===== src/rtl/tqvp_raster_copper.sv =====
// tqvp_raster_copper: raster-synchronised colour-register sequencer; optional irq latch via COPPER_IRQ_EN
module tqvp_raster_copper #(
  parameter int ENTRIES = 8,
  parameter int Y_W = 10,
  localparam int PC_W = $clog2(ENTRIES)
) (
  input  logic            clk,
  input  logic            rst_n,
  input  logic            cfg_we,
  input  logic [3:0]      cfg_addr,
  input  logic [31:0]     cfg_wdata,
  input  logic            frame_start,
  input  logic [Y_W-1:0]  vga_y,
  output logic [5:0]      color_out,
  output logic            bg_we,
  output logic            fg_we,
  output logic [PC_W-1:0] pc,
  output logic            running,
  output logic            irq
);
  typedef enum logic [1:0] {IDLE, RUN, DONE} state_t;
  state_t state_q, state_d;
  logic en_q, en_d;
  logic [PC_W-1:0] pc_q, pc_d;
  logic [5:0] col_q, col_d;
  logic bg_q, bg_d, fg_q, fg_d;
  logic [17:0] ent_q [ENTRIES];
  logic [17:0] ent_d [ENTRIES];
  logic [17:0] cur;
  logic wr_ctl, wr_ent, done_set;
  logic unused_cfg;
  assign unused_cfg = ^cfg_wdata[31:18];
  assign cur = ent_q[pc_q];
  assign wr_ctl = cfg_we && cfg_addr == 4'hF;
  assign wr_ent = cfg_we && 32'(cfg_addr) < ENTRIES;
  // next-state: disable write beats frame_start, which beats the running evaluation
  always_comb begin
    state_d = state_q;
    pc_d = pc_q;
    col_d = col_q;
    bg_d = 1'b0;
    fg_d = 1'b0;
    done_set = 1'b0;
    en_d = wr_ctl ? cfg_wdata[0] : en_q;
    if (wr_ctl && !cfg_wdata[0]) begin
      state_d = IDLE;
    end else if (frame_start && en_q) begin
      state_d = RUN;
      pc_d = '0;
    end else if (state_q == RUN) begin
      if (cur[17]) begin
        state_d = DONE;
        done_set = 1'b1;
      end else if (vga_y >= cur[Y_W-1:0]) begin
        col_d = cur[15:10];
        bg_d = !cur[16];
        fg_d = cur[16];
        if (pc_q == PC_W'(ENTRIES - 1)) begin
          state_d = DONE;
          done_set = 1'b1;
        end else begin
          pc_d = pc_q + 1'b1;
        end
      end
    end
  end
  // command list update; the evaluation above always sees the pre-write entry
  always_comb begin
    ent_d = ent_q;
    if (wr_ent) ent_d[cfg_addr[PC_W-1:0]] = cfg_wdata[17:0];
  end
  // state, list and output registers
  always_ff @(posedge clk) begin
    if (!rst_n) begin
      state_q <= IDLE;
      en_q <= 1'b0;
      pc_q <= '0;
      col_q <= '0;
      bg_q <= 1'b0;
      fg_q <= 1'b0;
      for (int i = 0; i < ENTRIES; i++) ent_q[i] <= 18'h2_0000;
    end else begin
      state_q <= state_d;
      en_q <= en_d;
      pc_q <= pc_d;
      col_q <= col_d;
      bg_q <= bg_d;
      fg_q <= fg_d;
      ent_q <= ent_d;
    end
  end
`ifdef COPPER_IRQ_EN
  logic irq_q, irq_d;
  assign irq_d = done_set | (irq_q & ~(wr_ctl & cfg_wdata[1]));
  // end-of-list latch: a set in the same cycle as a clear wins
  always_ff @(posedge clk) begin
    if (!rst_n) irq_q <= 1'b0;
    else irq_q <= irq_d;
  end
  assign irq = irq_q;
`else
  logic unused_irq;
  assign unused_irq = done_set;
  assign irq = 1'b0;
`endif
  assign color_out = col_q;
  assign bg_we = bg_q;
  assign fg_we = fg_q;
  assign pc = pc_q;
  assign running = state_q == RUN;
endmodule


===== config.mk =====
export PLATFORM = sky130hd
export DESIGN_NAME = tqvp_raster_copper
export DESIGN_NICKNAME = d
export VERILOG_FILES = /design/src/rtl/tqvp_raster_copper.sv
export SDC_FILE = /design/constraint.sdc
export NUM_CORES = 1
export LEC_CHECK = 0
export ABC_AREA = 1
export BUFFER_PORTS_ARGS = -buffer_cell sky130_fd_sc_hd__clkbuf_2
export CORE_ASPECT_RATIO = 1.5
export CORE_MARGIN = 5
export CORE_UTILIZATION = 50
export CTS_CLUSTER_SIZE = 12
export DETAILED_ROUTE_END_ITERATION = 8
export PLACE_DENSITY = 0.73
export SLEW_MARGIN = 20
export SYNTH_ARGS = -nofsm -noshare
export SYNTH_HDL_FRONTEND = slang
export SYNTH_SLANG_ARGS = --single-unit
export TNS_END_PERCENT = 1

===== constraint.sdc =====
create_clock -name clk -period 3.3 [get_ports clk]
set_input_delay 0.66 -clock clk [delete_from_list [all_inputs] [get_ports clk]]
set_output_delay 0.66 -clock clk [all_outputs]
set_load 0.05 [all_outputs]

==> flow_summary.yaml <==
critical_path:
  r2r_start: "pc[1]"
  crit_type: "flop to flop"
  startpoint: "pc[1]"
  r2r_cells: 14
  endpoint_kind: "flop"
  cp_max_fo: 16
  crit_arrival_ps: 3360
  required_ps: 3620
  cp-start-kind: "flop"
floorplan:
  initial_core_util_pct: 50.43
  core_area_mm2: 0.01393
  dieWidth_um: 106.8
  core.rowCount: 53
  die_y_um: 155.2
  ios: 63
  die_area_mm2: 0.01656
sta:
  slew_headroom_pct: 36.22
  setup_viol: 0
  fmax_ghz: 0.3284
  rsz0062_at_grt: "no"
  slew_violations: 0
  fin_setup_tns_ps: 0
  finalHoldViolations: 0
  period_share_pct: 92.28
  worst_pin_slew_ps: 955.7
  finClkSkew_ps: 8.021
  finalCriticalPeriod_ps: 3045
detailed_routing:
  wl_mm: 20.44
  first_iter_violations: 554
  vias: 6756
  drc: 0
  drtAntennaViolNets: 0
  via_per_inst: 5.663
  wl_per_cell_um: 17.13
  first_pass_iters: 5
cts:
  cts_sinks: 158
  clk_latency_ps: 420
  cts_setup_buffers: 0
  htreeDepth: 4
  clockRootBuffer: "clkbuf_16"
  cts.path.max_buffers: 2
  cts_tree: "built"
  cts_resized: 0
  numCtsBuffers: 17
  clk_pin_slew_ps: 60
  postCtsHoldBufs: 0
synthesis:
  synth-seq-cells: 158
  ys_top_cells_by_area: "dfxtp_1 (45%), nor2_1 (17%), o21ai_0 (16%)"
  ys_types: 31
  yosysTopAreaCell: "dfxtp_1"
  ys.warnings.count: 0
  synthFlopType: "dfxtp_1"
  synth_top_area_share_pct: 45.04
  synth_edf_count: 0
  synthArstFlopShare_pct: 0
  synth_area_mm2: 0.007023
  syn_avg_cell_area_um2: 6.953
  synth_cells: 1010
  yosysMostFrequentCell: "nor2_1"
  synth_commonest_cells: "nor2_1 (316), o21ai_0 (230), dfxtp_1 (158)"
  seq_area_frac_synth_pct: 45.04
  syn_nets: 1072
worst_hold_path:
  min-delay-start: "ent_q[15]"
  min_path_cells: 2
  hp-class: "flop to flop"
grt:
  track_usage_pct: 24.95
  grt_pass1_vias: 6309
  grt_max_degree: 84
  grt-ovfl-total: 0
  antenna_found_initial: 0
  grt_pass1_wl_mm: 32.61
job:
  max-cap-violations: 0
final_layout:
  final_cells: 1193
  syn_to_final_growth_pct: 12.28
  n_fill_cell: 1350
  layout-drive-gt1-share_pct: 10.31
  num-nets-final: 1077
  seq_area_mm2: 0.003164
  diodes: 0
  multiInputGateArea_mm2: 0.003301
placed_design:
  port_buffers: 47
  finalWeightedCongestion: 0.7964
  dp.cells: 1161
  hpwl_mm: 12.07
power_and_ir_drop:
  finalPower_w: 0.004076
  vdd_ir_drop_max_v: 0.0003204
  p_leak_nw: 3.527
  p_per_area_mw_per_mm2: 517.0
outcome:
  status: "finished, final reports clean"
-- metal layers --
layer  part of all wire, %  track usage [%]
met5                     0                0
met4                   4.3            11.76
met3                   6.8            4.276
met2                    49            42.01
met1                    40            30.90
-- layout by cell type (no fill, tap or decap), types with 2 or more instances in the layout --
master,n
a21oi_1,42
o211ai_1,4
inv_1,47
dfxtp_1,157
nand3_1,16
nand2_1,57
clkinvlp_4,5
clkbuf_16,17
clkinv_4,5
a31oi_1,2
nor2_2,2
inv_2,2
nand4_1,3
o22ai_1,15
buf_4,19
ha_1,12
o21ai_0,230
nor2_1,316
buf_12,3
clkbuf_8,3
clkbuf_2,46
o221ai_1,9
clkinv_1,4
-- sequential cells by signal, indices dropped and copies added (netlist names) --
| signal | cells |
|---|---|
| pc | 3 |
| color_out | 6 |
| bg_we | 1 |
| ent_q | 144 |
| en_q | 1 |
| state_q | 2 |
| fg_we | 1 |
-- cells by family after synthesis --
logic type	count (synthesis)	share of synthesized area, %
buffers and inverters	135	7.964
AO/OA/AOI/OAI	305	22.73
flip-flops	158	45.04
AND/OR/NAND/NOR	398	21.93
multiplexers	1	0.1425
adder cells (fa/ha/maj)	12	2.138
other	1	0.05340
-- where the power goes --
group / total [W] / switching [W] / leakage [nW] / internal, W
clock: 0.00191 / 0.000809 / 0.268 / 0.00110
combinational: 0.000202 / 0.000140 / 1.98 / 0.0000621
sequential: 0.00196 / 0.0000160 / 1.28 / 0.00195
total: 0.00408 / 0.000965 / 3.53 / 0.00311
-- area by class of cell --
class                      count  share of cell area [%]
multi-input combinational    717                   41.86
sequential                   158                   40.13
clock buffer                  21                   5.966
timing repair buffer          68                   5.490
tap                          165                   2.618
inverter                      53                   2.523
clock inverter                11                   1.412
-- stage by stage --
stage | instance area (µm²) | setup WS, ps | hold WS, ps | util (%)
6_report | 7885 | 254.7 | 445.3 | 56.62
3_3_place_gp | 7303 | 376.4 | 432.8 | 52.44
2_1_floorplan | 7023 | 451.9 | 424.1 | -
3_5_place_dp | 7303 | 275.3 | 436.8 | 52.44
4_1_cts | 7885 | 273.5 | 446.2 | 56.62
5_1_grt | 7885 | 82.89 | 459.6 | 56.62
-- worst max-delay path, stage by stage, from the launching register on --
cell and delay (ps):
dfxtp_1 340, inv_1 460, o21ai_0 180, o221ai_1 200
o21ai_0 310, ha_1 380, nand2_1 60, nor2_1 140
nand3_1 110, nand3_1 110, nand2_1 70, nor2_2 180
inv_1 200, nor2_1 150, nor2_1 50
-- worst paths after layout --
path / end / slack [ps]
worst max-delay path: color_out[3] / 250
worst min-delay path: ent_q[15] / 450
worst max register to register: color_out[3] / 250
worst min register to register: ent_q[15] / 450
Power figures use the tool's default switching activity.
